==> config.mk <==
export PLATFORM = sky130hd
export DESIGN_NAME = random_freq_bank_flat
export DESIGN_NICKNAME = d
export VERILOG_FILES = /design/src/rtl/rfg_pkg.sv /design/src/rtl/random_freq_bank_if.sv /design/src/rtl/rfg_lfsr.sv /design/src/rtl/random_freq_bank.sv /design/src/flat_wrapper.sv
export SDC_FILE = /design/constraint.sdc
export NUM_CORES = 1
export LEC_CHECK = 0
export BUFFER_PORTS_ARGS = -buffer_cell sky130_fd_sc_hd__buf_4
export CORE_MARGIN = 3
export CORE_UTILIZATION = 40
export CTS_BUF_LIST = sky130_fd_sc_hd__clkbuf_4
export DETAILED_ROUTE_END_ITERATION = 8
export PLACE_DENSITY = 0.62
export SYNTH_ARGS = -nofsm -noshare
export SYNTH_HDL_FRONTEND = slang
export SYNTH_SLANG_ARGS = --single-unit
==> constraint.sdc <==
create_clock -name clk -period 1.9 [get_ports clk]
set_input_delay 0.285 -clock clk [delete_from_list [all_inputs] [get_ports clk]]
set_output_delay 0.285 -clock clk [all_outputs]
set_load 0.1 [all_outputs]
==> src/rtl/rfg_pkg.sv <==
// rfg_pkg: FSM state type, Galois LFSR tap masks per supported width, default frequency limits
package rfg_pkg;
  typedef enum logic [1:0] {IDLE, DRAW, COMMIT} state_t;
  localparam int DEF_F_MIN = 300;
  localparam int DEF_F_MAX = 3000;
  localparam logic [31:0] TAPS_12 = 32'h0000_0829;
  localparam logic [31:0] TAPS_16 = 32'h0000_B400;
  localparam logic [31:0] TAPS_20 = 32'h0009_0000;
  localparam logic [31:0] TAPS_24 = 32'h00E1_0000;
  localparam logic [31:0] TAPS_32 = 32'h8020_0003;
  function automatic logic [31:0] lfsr_taps(input int w);
    return w == 12 ? TAPS_12 : w == 20 ? TAPS_20 : w == 24 ? TAPS_24 : w == 32 ? TAPS_32 : TAPS_16;
  endfunction
endpackage

==> src/rtl/random_freq_bank_if.sv <==
// random_freq_bank_if: draw request tick in, frequency set and status flags out
interface random_freq_bank_if #(
  parameter int WIDTH = 12,
  parameter int CHANNELS = 2
);
  logic sec;
  logic [CHANNELS*WIDTH-1:0] frequency;
  logic update;
  logic busy;
  logic overrun;
  modport master (output sec, input frequency, update, busy, overrun);
  modport slave (input sec, output frequency, update, busy, overrun);
endinterface

==> src/rtl/rfg_lfsr.sv <==
// rfg_lfsr: maximal-length Galois LFSR stepping every cycle, a zero seed is replaced by 1
module rfg_lfsr
  import rfg_pkg::*;
#(
  parameter int LFSR_W = 16,
  parameter logic [LFSR_W-1:0] SEED = 16'hACE1
) (
  input  logic clk,
  input  logic rst,
  output logic [LFSR_W-1:0] value
);
  localparam logic [LFSR_W-1:0] TAPS = LFSR_W'(lfsr_taps(LFSR_W));
  localparam logic [LFSR_W-1:0] INIT = SEED == '0 ? LFSR_W'(1) : SEED;
  // shift right, folding the tap mask in whenever a one drops out of bit 0
  always_ff @(posedge clk)
    value <= rst ? INIT : (value >> 1) ^ (value[0] ? TAPS : '0);
endmodule

==> src/rtl/random_freq_bank.sv <==
// random_freq_bank: per-tick random frequency set, range-checked with clamped fallback; RFG_NO_REPEAT_EN rejects repeats
module random_freq_bank
  import rfg_pkg::*;
#(
  parameter int WIDTH = 12,
  parameter int CHANNELS = 2,
  parameter int F_MIN = DEF_F_MIN,
  parameter int F_MAX = DEF_F_MAX,
  parameter int LFSR_W = 16,
  parameter logic [LFSR_W-1:0] SEED = 16'hACE1,
  parameter int MAX_TRIES = 8
) (
  input logic clk,
  input logic rst,
  random_freq_bank_if.slave bus
);
  localparam int CW = $clog2(CHANNELS + 1);
  localparam int TW = $clog2(MAX_TRIES + 1);
  state_t state;
  logic [LFSR_W-1:0] lfsr;
  logic [CW-1:0] ch;
  logic [TW-1:0] tries;
  logic [CHANNELS*WIDTH-1:0] shadow;
  logic [CHANNELS*WIDTH-1:0] freq;
  logic [WIDTH-1:0] cand;
  logic [WIDTH-1:0] clamped;
  logic reject;
  logic accept;
  logic unused_lfsr;
  rfg_lfsr #(.LFSR_W(LFSR_W), .SEED(SEED)) u_lfsr (.clk(clk), .rst(rst), .value(lfsr));
  assign unused_lfsr = ^lfsr;
  assign cand = lfsr[WIDTH-1:0];
  assign clamped = int'(cand) > F_MAX ? WIDTH'(F_MAX) : int'(cand) < F_MIN ? WIDTH'(F_MIN) : cand;
`ifdef RFG_NO_REPEAT_EN
  assign reject = clamped != cand || cand == freq[ch*WIDTH +: WIDTH];
`else
  assign reject = clamped != cand;
`endif
  assign accept = !reject || tries == TW'(MAX_TRIES - 1);
  assign bus.frequency = freq;
  // draw channels into the shadow set, then publish the whole set in one edge
  always_ff @(posedge clk)
    if (rst) begin
      state <= IDLE;
      ch <= '0;
      tries <= '0;
      shadow <= '0;
      freq <= '0;
      bus.update <= 1'b0;
      bus.busy <= 1'b0;
      bus.overrun <= 1'b0;
    end else begin
      bus.update <= 1'b0;
      bus.overrun <= bus.sec && state != IDLE;
      case (state)
        IDLE: if (bus.sec) begin
          state <= DRAW;
          ch <= '0;
          tries <= '0;
          bus.busy <= 1'b1;
        end
        DRAW: if (ch == CW'(CHANNELS)) state <= COMMIT;
          else if (accept) begin
            shadow[ch*WIDTH +: WIDTH] <= clamped;
            ch <= ch + CW'(1);
            tries <= '0;
          end else tries <= tries + TW'(1);
        COMMIT: begin
          freq <= shadow;
          bus.update <= 1'b1;
          bus.busy <= 1'b0;
          state <= IDLE;
        end
        default: state <= IDLE;
      endcase
    end
endmodule
==> src/flat_wrapper.sv <==
// flat-port wrapper written by rule: the top's interface ports become plain ports
module random_freq_bank_flat import rfg_pkg::*;
#(
  parameter int WIDTH = 12,
  parameter int CHANNELS = 2,
  parameter int F_MIN = DEF_F_MIN,
  parameter int F_MAX = DEF_F_MAX,
  parameter int LFSR_W = 16,
  parameter logic [LFSR_W-1:0] SEED = 16'hACE1,
  parameter int MAX_TRIES = 8
)
  (clk, rst, bus_sec, bus_frequency, bus_update, bus_busy, bus_overrun);
  random_freq_bank_if #(.WIDTH(WIDTH), .CHANNELS(CHANNELS)) bus_i ();
  input logic clk;
  input logic rst;
  input wire logic [$bits(bus_i.sec)-1:0] bus_sec;
  output wire logic [$bits(bus_i.frequency)-1:0] bus_frequency;
  output wire logic [$bits(bus_i.update)-1:0] bus_update;
  output wire logic [$bits(bus_i.busy)-1:0] bus_busy;
  output wire logic [$bits(bus_i.overrun)-1:0] bus_overrun;
  assign bus_i.sec = bus_sec;
  assign bus_frequency = bus_i.frequency;
  assign bus_update = bus_i.update;
  assign bus_busy = bus_i.busy;
  assign bus_overrun = bus_i.overrun;
  random_freq_bank #(.WIDTH(WIDTH), .CHANNELS(CHANNELS), .F_MIN(F_MIN), .F_MAX(F_MAX), .LFSR_W(LFSR_W), .SEED(SEED), .MAX_TRIES(MAX_TRIES)) u_core (.clk(clk), .rst(rst), .bus(bus_i));
endmodule
* Word level (Yosys, flattened, before mapping)
Cells that the tools add are included.
Operators by class: $add $sub $neg 3, multiply operators 1, order comparisons 2, equal/unequal tests 9, shifts and indexed selects 2, multiplexer cells 18, bitwise gates (word level) 2, reductions and logical operators 12
Operators with widths (count):
- negation 6 -> 34 bit | 1
- variable shift 12 x 34 -> 24 bit (first input constant) | 1
- indexed part select 12 x 34 -> 24 bit | 1
- bitwise mux 24 bit | 1
- two-way mux 12 bit | 2
- two-way mux 16 bit | 1
- XOR 15 x 16 -> 16 bit | 1
- > comparator 12 bit (second input constant) | 1
- < comparator 12 x 9 -> 1 bit (second input constant) | 1
- two-way mux 4 bit | 3
- inequality test 12 bit | 1
- two-way mux 2 bit | 5
- case mux 2 bit (2 select lines) | 2
- case mux 4 bit (2 select lines) | 1
- AND reduction 3 bit | 2
- nonzero test 2 bit | 3
- adder 4 x 1 -> 4 bit (second input constant) | 1
- == test 2 bit (second input constant) | 2
- == test 4 x 3 -> 1 bit (second input constant) | 1
- multiplier 2 x 2 -> 4 bit (second input constant) | 1
- inequality test 2 x 1 -> 1 bit (second input constant) | 2
- inequality test 2 bit (second input constant) | 2
- AND reduction 2 bit | 2
- AND reduction 4 bit | 1
- 9 further kinds | 10
Word-level totals: register bits after elaboration 75, input port bits 3, output and inout port bits 27, logic and storage cells 58

* Depth between registers and ports, before layout
Gate-level depths: netlist (run 1).
word-level depth 9, depth in mapped cells 9

* Hierarchy
Synthesis (run 1) repeated with hierarchy kept, for this count alone.
Second synthesis, totals: cells, all modules 378, area total of the unflattened synthesis 3235.6 um^2
By module, submodules not included:
- random_freq_bank | instances 1, cells an instance 342, area each 2772.7 um^2, seq. area each 1181.1 um^2
- rfg_lfsr | instances 1, cells an instance 36, area each 462.9 um^2, seq. area each 320.3 um^2

* Worst setup path before layout (run 1)
OpenSTA, ideal clock, no wires.
path kind register to register, start point reg u_core.ch[0], end point reg u_core.shadow[12], library setup time 69 ps, arrival 1932 ps, data required time 1831 ps, path slack -101 ps, cell stages (with the launch flop) 8, buffers on the path 0, cell sequence dfxtp_1 > clkinv_1 > ha_1 > nor2_1 > and2_1 > o21ai_4 > or4_4 > o21ai_1
On the way: cells in the longest elaborated chain, start to end 4, elaborated cells on any way between the ends 8, those cells by class 1 x add/sub; 1 x mul; 1 x eq/ne; 2 x shift; 1 x mux; 1 x bitwise; 1 x reduce/logical
RTL lines:
- from (decl) | RTL line random_freq_bank.sv:21 | logic [CW-1:0] ch;
- from (signal assigned) | RTL line random_freq_bank.sv:65 | ch <= ch + CW'(1);
- multiplier 2 x 2 -> 4 bit | RTL line random_freq_bank.sv:64 | shadow[ch*WIDTH +: WIDTH] <= clamped;
- negation 6 -> 34 bit | RTL line random_freq_bank.sv:64
- indexed part select 12 x 34 -> 24 bit / variable shift 12 x 34 -> 24 bit (equally long branches) | RTL line random_freq_bank.sv:64
- bitwise mux 24 bit | RTL line random_freq_bank.sv:64
- to (signal, indexed assignment) | RTL line random_freq_bank.sv:64
- to (decl) | RTL line random_freq_bank.sv:23 | logic [CHANNELS*WIDTH-1:0] shadow;
Several ways; a longest one is shown, not always the timed one. A chain may end at the register's enable or synchronous reset.

* Worst setup path in the final report (run 1)
start point reg u_core.u_lfsr.value[0], end point reg u_core.ch[0]
On the way: cells in the longest elaborated chain, start to end 8, elaborated cells on any way between the ends 9, those cells by class 2 x order compare; 2 x eq/ne; 2 x mux; 3 x reduce/logical
RTL lines:
- from (decl) | RTL line rfg_lfsr.sv:10 | output logic [LFSR_W-1:0] value
- from (signal assigned) | RTL line rfg_lfsr.sv:16 | value <= rst ? INIT : (value >> 1) ^ (value[0] ? TAPS : '0);
- < comparator 12 x 9 -> 1 bit | RTL line random_freq_bank.sv:33 | assign clamped = int'(cand) > F_MAX ? WIDTH'(F_MAX) : int'(cand) < F_MIN ? WIDTH'(F_MIN) : cand;
- two-way mux 12 bit (2 in a row) | RTL line random_freq_bank.sv:33
- inequality test 12 bit * | RTL line random_freq_bank.sv:37 | assign reject = clamped != cand;
- logical NOT 1 bit * | RTL line random_freq_bank.sv:39 | assign accept = !reject || tries == TW'(MAX_TRIES - 1);
- logical OR 1 bit * | RTL line random_freq_bank.sv:39
- inequality test 2 x 1 -> 1 bit (no line) *
- AND reduction 4 bit (no line) *
Every way passes the cells marked *; elsewhere a longest branch is shown, timed or not.

==> results of run 1 <==
final timing paths:
| kind | end | slack [ns] | depth (start not counted) |
|---|---|---|---|
| max | u_core.ch[0] | 0.03 | 7 |
| min | u_core.bus.busy | 0.12 | 3 |
| max reg2reg | u_core.ch[0] | 0.03 | 7 |
| min reg2reg | u_core.u_lfsr.value[14] | 0.45 | 1 |
power groups by stage:
stage               Sequential (mW)  Clock [mW]  Combinational [mW]
floorplan                      1.70           0               0.295
global placement               1.70           0               0.510
detailed placement             1.70           0               0.512
CTS                            1.66       0.910               0.535
global route                   1.67       0.980               0.632
finish                         1.66       0.870               0.581
stage by stage:
step	hold slack [ns]	std cells	TNS, ns	setup WS [ns]
6_report	0.117	514	0	0.0252
5_1_grt	0.0915	514	-0.719	-0.0741
4_1_cts	0.0901	511	0	0.00242
3_5_place_dp	0.413	492	-0.637	-0.0835
3_3_place_gp	0.413	492	-0.254	-0.0892
2_1_floorplan	0.389	338	0	0.00908
repair_timing:
item	4_1_cts	5_1_grt
setup buffers	3	1
setup endpoints to repair	21	29
gates cloned	0	2
gates resized for setup	16	26
pin swaps	4	17
sequential cells by signal, summed over array words and instances, names as in the netlist:
name,count
u_core.bus.busy,1
u_core.bus.frequency,24
u_core.bus.overrun,1
u_core.bus.update,1
u_core.ch,2
u_core.shadow,24
u_core.state,2
u_core.tries,4
u_core.u_lfsr.value,16
critical path, delay by kind of cell, from the launching register on:
| family | cells | cell delay [ns] |
|---|---|---|
| DFF | 1 | 0.35 |
| muxes | 1 | 0.18 |
| buffers and inverters | 1 | 0.19 |
| and+or+nand+nor | 3 | 0.54 |
| AOI/OAI and AO/OA | 2 | 0.50 |
cell type report:
class                           instances  area [um2]  area share
Multi-Input combinational cell        233        1630       0.401
Clock inverter                          7        52.6      0.0129
Timing Repair Buffer                   86         657       0.161
Tap cell                               99         124      0.0304
Inverter                                5        20.0     0.00492
Sequential cell                        75        1520       0.373
Clock buffer                            9        67.6      0.0166
routing by layer:
| metal | vias to the layer above | part of all wire |
|---|---|---|
| met5 | - | 0 |
| met4 | 0 | 0.020 |
| li1 | 1368 | - |
| met3 | 12 | 0.055 |
| met1 | 1303 | 0.47 |
| met2 | 81 | 0.46 |
cell families (layout without fill, tap and decap cells):
group           count (synthesis)  count (layout)  synth area share
fa+ha+maj                       6               6            0.0239
simple gates                  114             114             0.194
xor+xnor                        8               8            0.0223
buf+inv                        31             107            0.0431
compound gates                101             102             0.229
mux                             3               3           0.00957
flops                          75              75             0.479
placed cells by master, fill, tap and decap left out, drive strengths merged, types with 2 or more instances in the layout:
cell type,synthesis,routed
a211oi,2,2
a21oi,28,28
a22o,25,25
a31oi,3,3
and2,2,2
and3,2,2
buf,9,86
clkbuf,17,9
clkinv,1,3
clkinvlp,0,3
dfxtp,75,75
ha,6,6
inv,4,6
mux2i,3,3
nand2,31,31
nand2b,4,4
nand3,6,6
nand3b,9,9
nand4,9,9
nor2,18,18
nor2b,9,9
nor3,10,10
nor3b,3,3
o211a,2,2
o211ai,5,6
o21ai,20,20
o22ai,2,2
o311a,3,3
or2,6,6
xnor2,5,5
xor2,3,3
==> flow_summary.json, run 1 <==
{
  "drt_iter0_markers": 215,
  "critPathMaxFanout": 7,
  "p_seq_frac": 0.534,
  "max_freq_ghz": 0.533,
  "critPathSlowestCell": "dfxtp_1",
  "power_mw": 3.11,
  "ir_drop_mv": 0.421,
  "yosys.area.top_type_share": 0.479,
  "cpPeakStageDelay_ns": 0.35,
  "ys_ff_latch": 75,
  "die_x_um": 94.6,
  "setup_violations": 0,
  "p_sw_frac": 0.307,
  "wl_mm": 8.02,
  "period_needed_ns": 1.87,
  "hold_viol_final": 0,
  "worstPathRequired_ns": 2.22,
  "p_leak_nw": 1.62,
  "rsz0062_at_grt": "yes",
  "routedWlPerCell_um": 15.6,
  "coreArea_um2": 7450,
  "synth_area_leaders": "dfxtp_1, a22o_1, a21oi_1, nand2_1, o21ai_0",
  "critPathCaptureType": "flip-flop",
  "drc": 0,
  "dp_hpwl_mm": 5.54,
  "max_cap_violations": 0,
  "hold_class": "in2reg",
  "hold_buffers": 0,
  "drt-pass1-iter-count": 4,
  "clk_latency_ns": 0.43,
  "slew_headroom": 0.282,
  "p_sw_uw": 954,
  "slew_viol_final": 0,
  "use_met3": 0.0406,
  "critPathLaunchType": "flip-flop",
  "gr-usage-all-layers": 0.188,
  "rows": 31,
  "cts_tree": "yes",
  "grt_pass1_wl_mm": 13.0,
  "met2_usage": 0.288,
  "initial_core_util": 0.421,
  "min_from": "bus_sec",
  "clock_sinks": 75,
  "yosys-top-cells-count": "dfxtp_1, nand2_1, a21oi_1",
  "gr-total-overflow": 0,
  "synth_cells": 338,
  "r2r-start": "u_core.u_lfsr.value[0]",
  "clk_pin_slew_ns": 0.13,
  "p_comb_frac": 0.187,
  "area.growth.synth_to_final_pct": 29.8,
  "cts_made_buffers": 9,
  "grt_start_max_net_pins": 35,
  "path_cells": "nor4_4 -> nand4_1 -> a21oi_4 -> buf_6 -> o31a_4 -> mux2i_1 -> nor2_1",
  "grt-busiest-layer": "met2",
  "timing.final.crit_share": 0.987,
  "num-fill-cells": 697,
  "ys_async_sr_fraction": 0,
  "diodes": 0,
  "die_height_um": 94.6,
  "final_util": 0.547,
  "grt_pass1_vias": 2635,
  "ios": 30,
  "antenna_left": 0,
  "synth-seq-area-share": 0.479,
  "final_area_um2": 4070,
  "die_area_um2": 8940,
  "placed_area_um2": 3760,
  "synth_area_leader_cell": "dfxtp_1",
  "clock_skew_ns": 0.0150,
  "drive_gt1_frac": 0.354,
  "ctsLongestPathBuffers": 2,
  "path_class": "reg2reg",
  "grtUsageMet1": 0.253,
  "crit_arrival_ns": 2.19,
  "port_buffers": 29,
  "syn_area_per_cell_um2": 9.28,
  "power.internal_mw": 2.16,
  "yosysMostFrequentCell": "dfxtp_1",
  "worstMarginPinSlew_ns": 1.08,
  "routabilityCongestion": 0.937,
  "yosysWarnings": 0,
  "crit_start": "u_core.u_lfsr.value[0]",
  "pwr_density_cell_nw_per_um2": 765,
  "cts-htree-levels": 3,
  "final_nets": 419,
  "vias": 2764,
  "clock-root-buffer": "clkbuf_4",
  "synth_edf_count": 0,
  "p_clk_frac": 0.280,
  "synth-main-ff-cell": "dfxtp_1",
  "synth_nets": 347,
  "antenna_found_initial": 0,
  "yosysUniqueCellTypes": 54,
  "synth_area_um2": 3140,
  "status": "completed",
  "via_per_inst": 5.38
}
Note: power is estimated with default switching activity, not from simulation.
==> inputs of run 2 (changes only) <==
Settings changed: PLACE_DENSITY 0.62 to 0.6, SKIP_CTS_REPAIR_TIMING set to 1.
Clock period 1.9 ns to 1.73 ns, I/O delays scaled along.
==> flow_summary.json, run 2 (synthesis gave the netlist of run 1 again) <==
{
  "hold_class": "in2reg",
  "hold_viol_final": 0,
  "vias": 2751,
  "cpPeakStageDelay_ns": 0.37,
  "cp_top_family": "compound AO/OA/AOI/OAI gates",
  "slew_headroom": 0.690,
  "critPathSlowestCell": "dfxtp_1",
  "grt_pass1_wl_mm": 12.9,
  "via_per_inst": 5.26,
  "gr-usage-all-layers": 0.184,
  "power_mw": 3.70,
  "max_freq_ghz": 0.530,
  "port_buffers": 29,
  "worst-path-buf-inv": 2,
  "critPathCaptureType": "flip-flop",
  "antenna_left": 0,
  "cts-htree-levels": 3,
  "timing.final.crit_share": 1.09,
  "coreArea_um2": 7450,
  "final_cells": 523,
  "crit_arrival_ns": 2.20,
  "ios": 30,
  "period_needed_ns": 1.89,
  "cts_tree": "yes",
  "area.growth.synth_to_final_pct": 35.0,
  "pwr_density_cell_nw_per_um2": 874,
  "wl_mm": 7.69,
  "rsz0062_at_grt": "yes",
  "antenna_found_initial": 0,
  "fin_ws_ns": -0.156,
  "p_leak_nw": 1.71,
  "cp.depth": 8,
  "whs_ns": 0.0906,
  "worstHoldPathCells": 3,
  "ir_drop_mv": 0.620,
  "path_cells": "a31o_2 -> a32o_2 -> a21oi_4 -> buf_4 -> buf_6 -> o31a_4 -> mux2i_1 -> nor2_1",
  "cts_made_buffers": 9,
  "rr_worst_depth": 8,
  "clock_skew_ns": 0.0153,
  "final_nets": 429,
  "slew_viol_final": 0,
  "drt_iter0_markers": 152,
  "routedWlPerCell_um": 14.7,
  "place_inst": 505,
  "max_cap_violations": 0,
  "grt_pass1_vias": 2723,
  "ctsLongestPathBuffers": 2,
  "clock_sinks": 75,
  "clk_latency_ns": 0.43,
  "worstMarginPinSlew_ns": 0.465,
  "violations": "negative setup slack",
  "die_x_um": 94.6,
  "grt-busiest-layer": "met2",
  "die_height_um": 94.6,
  "drive_gt1_frac": 0.387,
  "grt_start_max_net_pins": 29,
  "grtUsageMet1": 0.241,
  "place_ws_ns": -0.170,
  "status": "complete, but fails checks",
  "clock-root-buffer": "clkbuf_4",
  "final_common_cell": "buf_4",
  "initial_core_util": 0.421,
  "critPathLaunchType": "flip-flop",
  "routabilityCongestion": 1.01,
  "dp_hpwl_mm": 5.57,
  "worstPathRequired_ns": 2.05,
  "layout_common_cells": "buf_4, dfxtp_1, nand2_1",
  "die_area_um2": 8940,
  "diodes": 0,
  "drc": 0,
  "use_met3": 0.0478,
  "setup_violations": 29,
  "critPathMaxFanout": 5,
  "clk_pin_slew_ns": 0.12,
  "rows": 31,
  "met2_usage": 0.279,
  "drt-pass1-iter-count": 4,
  "path_class": "reg2reg",
  "fin_tns_setup_ns": -2.32,
  "gr-total-overflow": 0
}
## run 2: final cells by class
cell class / instances / area, um2
clock buffer: 9 / 67.6
clock inverter: 6 / 90.1
fill: 695 / 3210
inverter: 5 / 23.8
multi-input combinational: 232 / 1650
sequential: 75 / 1510
tap: 99 / 124
timing repair buffer: 97 / 764
## run 2: report_power, final
part / switching, mW / leakage, nW / total (mW) / internal [mW]
clock: 0.611 / 0.0824 / 1.19 / 0.583
combinational: 0.365 / 1.02 / 0.683 / 0.319
sequential: 0.0420 / 0.611 / 1.83 / 1.78
## run 2: worst paths after layout
kind	start	end	slack, ns
hold reg to reg	u_core.u_lfsr.value[12]	u_core.u_lfsr.value[11]	0.42
hold / removal	bus_sec	u_core.bus.busy	0.09
setup / recovery	u_core.u_lfsr.value[5]	u_core.ch[1]	-0.16
setup reg to reg	u_core.u_lfsr.value[5]	u_core.ch[1]	-0.16
## run 2: routing by layer
layer | vias to the layer above | wire, um
li1 | 1392 | -
met1 | 1293 | 3720
met2 | 49 | 3500
met3 | 17 | 311
met4 | 0 | 164
met5 | - | 0
## run 2: per-stage QoR
| step | area [um2] | utilization |
|---|---|---|
| after CTS | 4060 | 0.545 |
| after global placement | 3900 | 0.523 |
| final | 4240 | 0.569 |
| after global routing | 4240 | 0.569 |
| after floorplan | 3210 | - |
| after detailed placement | 3900 | 0.523 |
## run 2: worst reg2reg max path, stage by stage, from the launching register on
cell     delay (ns)
dfxtp_1        0.37
a31o_2         0.24
a32o_2         0.29
a21oi_4        0.25
buf_4          0.16
buf_6          0.08
o31a_4         0.14
mux2i_1        0.19
nor2_1         0.05
